**config.mk**
```make
export PLATFORM = sky130hd
export DESIGN_NAME = com_bus_arbiter_nested
export DESIGN_NICKNAME = d
export VERILOG_FILES = /design/src/rtl/com_bus_arbiter_nested.sv
export SDC_FILE = /design/constraint.sdc
export NUM_CORES = 1
export LEC_CHECK = 0
export BUFFER_PORTS_ARGS = -buffer_cell sky130_fd_sc_hd__buf_2
export CORE_UTILIZATION = 54
export DETAILED_ROUTE_END_ITERATION = 8
export GPL_TIMING_DRIVEN = 0
export PLACE_DENSITY = 0.79
export SKIP_LAST_GASP = 1
export SLEW_MARGIN = 20
export SYNTH_ARGS = -nofsm -noshare
export SYNTH_HDL_FRONTEND = slang
export SYNTH_SLANG_ARGS = --single-unit
```
**constraint.sdc**
```tcl
create_clock -name clk -period 7.78 [get_ports clk]
set_clock_uncertainty 0.05 [all_clocks]
set_input_delay 0.389 -clock clk [delete_from_list [all_inputs] [get_ports clk]]
set_output_delay 0.389 -clock clk [all_outputs]
set_load 0.1 [all_outputs]
```
**src/rtl/com_bus_arbiter_nested.sv**
```systemverilog
// Common-bus arbiter: processor-side ownership with nested snoop/memory grants,
// round-robin or fixed-priority selection, hold watchdog and self-snoop detection.
//
// state        | meaning
// -------------+-----------------------------------------------------------
// S_IDLE       | no processor owner; snoop/memory requests ignored
// S_OWN        | proc owner holds the bus; nested requests evaluated here
// S_NEST_SNOOP | owner holds bus, one snoop requester granted on top
// S_NEST_MEM   | owner holds bus, lower-level memory granted on top
module com_bus_arbiter_nested #(
  parameter int NUM_REQ  = 8,
  parameter int RR_MODE  = 1,
  parameter int MAX_HOLD = 0,
  parameter int ID_W     = 4
) (
  input  logic                clk,
  input  logic                rst_n,
  input  logic [NUM_REQ-1:0]  Com_Bus_Req_proc,
  input  logic [NUM_REQ-1:0]  Com_Bus_Req_snoop,
  input  logic                Mem_snoop_req,
  output logic [NUM_REQ-1:0]  Com_Bus_Gnt_proc,
  output logic [NUM_REQ-1:0]  Com_Bus_Gnt_snoop,
  output logic                Mem_snoop_gnt,
  output logic                bus_busy,
  output logic [ID_W-1:0]     bus_owner,
  output logic                hold_timeout,
  output logic                protocol_err
);

  localparam int CNT_W = (MAX_HOLD > 1) ? $clog2(MAX_HOLD) : 1;
  localparam bit WD_EN = (MAX_HOLD > 0);
  localparam logic [CNT_W-1:0] CNT_LOAD = WD_EN ? CNT_W'(MAX_HOLD - 1) : '0;

  typedef enum logic [1:0] {
    S_IDLE       = 2'd0,
    S_OWN        = 2'd1,
    S_NEST_SNOOP = 2'd2,
    S_NEST_MEM   = 2'd3
  } state_t;

  state_t              state_q, state_d;
  logic [ID_W-1:0]     owner_q, owner_d;
  logic [ID_W-1:0]     ptr_q, ptr_d;
  logic [NUM_REQ-1:0]  snp_q, snp_d;
  logic [CNT_W-1:0]    cnt_q, cnt_d;
  logic [NUM_REQ-1:0]  mask_q, mask_d;
  logic                err_q, err_d;
  logic                to_q, to_d;

  logic [NUM_REQ-1:0]  own_oh;
  logic                owner_req;
  logic [NUM_REQ-1:0]  snoop_other;
  logic [NUM_REQ-1:0]  snoop_pick;
  logic [NUM_REQ-1:0]  arb_vec;
  logic [ID_W:0]       win;
  logic                win_vld;
  logic [ID_W-1:0]     win_idx;
  logic [ID_W-1:0]     win_next;
  logic                do_release;
  logic                do_grant;

  // Round-robin takes the first request at or above the pointer, otherwise
  // wraps to the lowest request; fixed priority is the wrap path alone.
  function automatic logic [ID_W:0] pick_winner(input logic [NUM_REQ-1:0] v,
                                                 input logic [ID_W-1:0]    p);
    logic [ID_W:0] hi;
    logic [ID_W:0] lo;
    hi = '0;
    lo = '0;
    for (int i = NUM_REQ - 1; i >= 0; i--) begin
      if (v[i]) begin
        lo = {1'b1, ID_W'(i)};
        if (RR_MODE != 0 && ID_W'(i) >= p) hi = {1'b1, ID_W'(i)};
      end
    end
    return hi[ID_W] ? hi : lo;
  endfunction

  assign own_oh      = NUM_REQ'(1) << owner_q;
  assign owner_req   = |(Com_Bus_Req_proc & own_oh);
  assign snoop_other = Com_Bus_Req_snoop & ~own_oh;
  assign snoop_pick  = snoop_other & (~snoop_other + NUM_REQ'(1));

  // Outside IDLE the candidate set is for a hand-off, so the owner is excluded.
  assign arb_vec  = (state_q == S_IDLE) ? (Com_Bus_Req_proc & ~mask_q)
                                        : (Com_Bus_Req_proc & ~mask_q & ~own_oh);
  assign win      = pick_winner(arb_vec, ptr_q);
  assign win_vld  = win[ID_W];
  assign win_idx  = win[ID_W-1:0];
  assign win_next = (win_idx == ID_W'(NUM_REQ - 1)) ? '0 : win_idx + 1'b1;

  always_comb begin
    state_d    = state_q;
    owner_d    = owner_q;
    ptr_d      = ptr_q;
    snp_d      = snp_q;
    cnt_d      = cnt_q;
    mask_d     = mask_q & Com_Bus_Req_proc;
    to_d       = 1'b0;
    err_d      = err_q | ((state_q != S_IDLE) && (|(Com_Bus_Req_snoop & own_oh)));
    do_release = 1'b0;
    do_grant   = 1'b0;

    case (state_q)
      S_IDLE: begin
        if (win_vld) do_grant = 1'b1;
      end
      S_OWN: begin
        if (!owner_req) begin
          do_release = 1'b1;
        end else if (WD_EN && cnt_q == '0) begin
          do_release = 1'b1;
          to_d       = 1'b1;
          mask_d     = mask_d | own_oh;
        end else begin
          if (WD_EN) cnt_d = cnt_q - 1'b1;
          if (|snoop_other) begin
            state_d = S_NEST_SNOOP;
            snp_d   = snoop_pick;
          end else if (Mem_snoop_req) begin
            state_d = S_NEST_MEM;
          end
        end
      end
      S_NEST_SNOOP: begin
        if (!(|(Com_Bus_Req_snoop & snp_q))) begin
          state_d = S_OWN;
          snp_d   = '0;
        end
      end
      S_NEST_MEM: begin
        if (!Mem_snoop_req) state_d = S_OWN;
      end
      default: state_d = S_IDLE;
    endcase

    if (do_release) begin
      if (win_vld) begin
        do_grant = 1'b1;
      end else begin
        state_d = S_IDLE;
        owner_d = '0;
      end
    end

    if (do_grant) begin
      state_d = S_OWN;
      owner_d = win_idx;
      ptr_d   = win_next;
      cnt_d   = CNT_LOAD;
    end
  end

  always_ff @(posedge clk or negedge rst_n) begin
    if (!rst_n) begin
      state_q <= S_IDLE;
      owner_q <= '0;
      ptr_q   <= '0;
      snp_q   <= '0;
      cnt_q   <= '0;
      mask_q  <= '0;
      err_q   <= 1'b0;
      to_q    <= 1'b0;
    end else begin
      state_q <= state_d;
      owner_q <= owner_d;
      ptr_q   <= ptr_d;
      snp_q   <= snp_d;
      cnt_q   <= cnt_d;
      mask_q  <= mask_d;
      err_q   <= err_d;
      to_q    <= to_d;
    end
  end

  assign Com_Bus_Gnt_proc  = (state_q != S_IDLE) ? own_oh : '0;
  assign Com_Bus_Gnt_snoop = (state_q == S_NEST_SNOOP) ? snp_q : '0;
  assign Mem_snoop_gnt     = (state_q == S_NEST_MEM);
  assign bus_busy          = (state_q != S_IDLE);
  assign bus_owner         = owner_q;
  assign hold_timeout      = to_q;
  assign protocol_err      = err_q;

endmodule

```
Word-level counts from Yosys, hierarchy flattened

Cells that the tools add are included.

Bits in latches: 0
Memory bits (read-only): 0
Memories: 0
Bits in registers: 27
Bits of input ports: 19
Output and inout port bits: 24
Memory bits (writable): 0
Logic and storage cells: 99

Shift operators: 1
Divide/modulo/power cells: 0
Multiplexer cells: 51
Magnitude comparators: 8
Equal/unequal tests: 8
Reduce and logical (&&, ||, !) cells: 11
Bitwise operators: 12
$mul: 0
Add/subtract/negate cells: 2

Operator list:

| operator            | number |
|---|---|
| $mux 5              | 25 |
| $and 8x8->8         | 8 |
| $mux 8              | 6 |
| $reduce_or 8->1     | 4 |
| $not 8->8           | 3 |
| $ge 3x4->1 const A  | 4 |
| $mux 2              | 8 |
| $mux 4              | 4 |
| $pmux 8 s2          | 1 |
| $add 8x1->8 const B | 1 |
| $ge 1x4->1 const A  | 2 |
| $ge 2x4->1 const A  | 2 |
| $shl 1x4->8 const A | 1 |
| $mux 1              | 6 |
| $ne 2x2->1 const B  | 3 |
| $pmux 2 s3          | 1 |
| $reduce_bool 2->1   | 3 |
| $add 4x1->4 const B | 1 |
| $eq 2x2->1 const B  | 2 |
| $eq 4x3->1 const B  | 1 |
| $reduce_and 4->1    | 1 |
| $eq 2x1->1 const B  | 1 |
| $logic_not 2->1     | 1 |
| $ne 2x1->1 const B  | 1 |
| 3 further kinds     | 3 |

Longest topological paths before layout

Depth in word-level cells: 26
Gate-level depth with buffers: 11
Mapped depth without buffers: 9

Worst setup path before layout

No wires, ideal clock.

Path kind: register -> register
Start point: register owner_q[2], in the netlist bus_owner[2]
End point: register ptr_q[3]
Period minus slack after synthesis: 3585 ps
Stages on the path, launching flop included: 11
Path buffers: 1
Arrival: 3467 ps
Data required time: 7662 ps
Setup slack: 4195 ps
Setup time: 68 ps
Cells stage by stage: dfrtp_1 buf_2 o2111a_2 nor2b_2 a211oi_1 o21ai_0 a211o_1 ha_1 ha_1 a2111oi_4 a32o_1

Word-level cells in the longest chain between the ends: 24
Elaborated cells on any way between the ends: 39
Those cells by class: 1 x add/sub; 1 x eq/ne; 1 x shift; 32 x mux; 3 x bitwise; 1 x reduce/logical

RTL lines:

| item                                                               | line | RTL |
|---|---|---|
| start: declaration                                                 | 42   | `logic [ID_W-1:0] owner_q, owner_d;` |
| start signal: assignment                                           | 166  | `owner_q <= owner_d;` |
| $shl 1x4->8 *                                                      | 79   | `assign own_oh = NUM_REQ'(1) << owner_q;` |
| parallel branches: the longest is 23 deep, another holds $not 8->8 | n/a  |  |
| end signal: assignment                                             | 167  | `ptr_q <= ptr_d;` |
| end: declaration                                                   | 43   | `logic [ID_W-1:0] ptr_q, ptr_d;` |

Every way passes the cells marked *.
A chain may end at the register's enable or synchronous reset.

Worst setup path in the final report

Start point: register owner_q[1], in the netlist bus_owner[1]
End point: register ptr_q[3]

Same word-level chain as after synthesis.

==> qor.txt <==
Crit path required time: 7.89 ns
clk slew on worst S/H paths: 0.09 ns
Max transition margin: 59.3%
max cap viols: 0
VDD IR max: 0.000268 V
vias per cell: 5.91
pre-CTS setup slack: 4.89 ns
fin crit period: 2.96 ns
flop-to-flop setup slack: 4.82 ns
Tot Pwr: 1.14 mW
multi-input logic area: 1360 µm²
Setup CP Type: reg2reg
layout cells sized above 1: 31.1%
CTS buffer count: 3
crit path max fanout: 8
reg2reg end: ptr_q[3]$_DFFE_PN0P_
fin util: 66.0%
placed cell area: 2400 µm²
Antenna Cells: 0
post-placement cell count: 314
1st-iter DRT viols: 145
Die W: 64.8 µm
Design Area, Final: 2450 µm²
main flop type after synthesis: dfrtp_1
Pins Over Slew Limit: 0
die area: 4200 µm²
hpwl dp: 3.92 mm
Synth area leaders: dfrtp_1 (31%), and2_1 (4.7%), mux2_4 (3.5%), nor2_1 (3.3%), a21oi_1 (2.8%)
type of the tightest min-delay check: in2async
Arrival @ worst endpoint: 3.08 ns
GPL Wtd Cong: 0.938
GR met1 Demand/Resource: 40.0%
nets@finish: 292
Avg WL per Cell: 16.1 µm
grt met2 use: 39.5%
Fillers: 309
fin crit share: 38.1%
Post-synth EDFFs: 0
final setup fails: 0
R2R cell count: 10
Max Buffers Root-to-Sink: 2
RSZ-0062 raised after global routing: no
Post-CTS Setup Bufs: 0
Ys Warns: 0
Total GRT Usage: 26.8%
most frequent cell after synthesis: dfrtp_1
first-pass GRT wire length: 8.64 mm
R2R Path Start: bus_owner[1]$_DFFE_PN0P_
CTS root buf: clkbuf_8
Final Hold Vio Count: 0
CTS tree: built
DIE HEIGHT: 64.8 µm
post-synthesis cell count: 225
power density cells: 465 nW/µm²
drt first pass iters: 4
Initial Utilization: 57.4%
Yosys top cell area share: 30.5%
sequential share of the synthesized area: 30.5%
Syn-to-layout area delta: 15.0%
clk_lat worst skew: 0.28 ns
core outline area: 3720 µm²
Resized Gates After CTS: 0
# rows: 22
Lkg Pwr: 1.13 nW
Commonest cells post-synth: dfrtp_1 (26), nor2_1 (19), and2_1 (16), a21oi_1 (12), o21ai_0 (11)
Synth Cell Area: 2130 µm²
Crit. Startpoint: bus_owner[1]$_DFFE_PN0P_
H-tree levels: 1
# hold bufs at CTS: 0
DR vias: 1879
Final WS setup: 4.82 ns
CTS sink count: 26
final setup TNS: 0 ns
non-filler cells, final: 318
vias in the first global route: 1771
achievable frequency: 0.338 GHz
drc violations: 0
Critical path destination: ptr_q[3]$_DFFE_PN0P_
Netlist cell types: 66
met3 Usage GRT: 4.58%
run status: completed
worst slew pin tran: 0.611 ns
global route hottest layer: met1
WL final: 5.12 mm
ys async rst share: 100%
cell taking the most area after synthesis: dfrtp_1
Remaining Overflow, GRT: 0
CP Launch Type: flip-flop
Ports: 43
Avg Synthesized Cell Area: 9.48 µm²
Fin Hold WS: 0.0563 ns
FF+latch area: 651 µm²
antenna violations before repair: 0
largest net degree at the start of global routing: 27
Crit. End Element: flip-flop
IO Port Bufs: 40
post-route ant nets: 0
Yosys reg bits: 26
flip-flops by register name, summed over array words and instances, names as in the netlist:
name,count
ptr_q,4
mask_q,8
state_q,2
snp_q,8
protocol_err,1
bus_owner,3
worst min path at each step:
stage | from | end | slack [ns] | cells past startpoint
floorplan | rst_n | bus_owner[0]$_DFFE_PN0P_ | 0.04 | 0
global placement | protocol_err$_DFF_PN0_ | protocol_err$_DFF_PN0_ | 0.38 | 1
detailed placement | rst_n | mask_q[4]$_DFF_PN0_ | 0.38 | 1
CTS | rst_n | mask_q[4]$_DFF_PN0_ | 0.08 | 1
global route | rst_n | state_q[1]$_DFF_PN0_ | 0.10 | 1
finish | rst_n | mask_q[4]$_DFF_PN0_ | 0.06 | 1
layout make-up:
type	count	share of cell area, %
buffer	13	3.83
clock buffer	4	2.25
inverter	8	1.23
multi-input combinational	179	55.5
sequential	26	26.5
tap	48	2.45
timing repair buffer	40	8.17
logic make-up after synthesis:
group,after synthesis,share of synthesized area (%)
adder cells (fa/ha/maj),2,1.17
other,1,0.176
buffers and inverters,21,5.81
AO/OA/AOI/OAI,77,28.6
flip-flops,26,30.5
AND/OR/NAND/NOR,80,21.1
multiplexers,18,12.6
per-layer routing:
| layer | share of wire, % | up-vias |
|---|---|---|
| met3 | 5.4 | 7 |
| li1 | - | 926 |
| met1 | 50 | 888 |
| met4 | 1.1 | 0 |
| met2 | 43 | 58 |
| met5 | 0 | - |
placed cells by master, fill, tap and decap left out, types with 3 or more instances in the layout:
cell type,instances
a21o_1,3
a21oi_1,12
a22o_1,4
a22oi_1,5
and2_1,16
and3_1,3
buf_2,43
buf_4,3
buf_6,4
clkbuf_1,3
clkbuf_8,4
dfrtp_1,26
inv_1,7
mux2_2,3
mux2_4,5
mux2i_1,5
nand2_1,7
nand2b_1,4
nand4_1,3
nor2_1,19
nor2b_1,9
o211ai_1,6
o21a_1,3
o21ai_0,11
o21ai_1,4
o21ai_2,3
critical path: stages, from the launching register on:
cell       delay, ns
dfrtp_1         0.46
nand2b_1        0.17
clkbuf_1        0.24
o21ai_1         0.37
o22ai_1         0.19
a311o_1         0.34
a21oi_1         0.28
ha_1            0.22
ha_1            0.21
a2111oi_4       0.06
a32o_1          0.27
power breakdown:
group          internal (mW)  switching [mW]
combinational          0.275           0.564
sequential             0.172          0.0422
clock                 0.0453          0.0431
(Power assumes the default switching activity.)
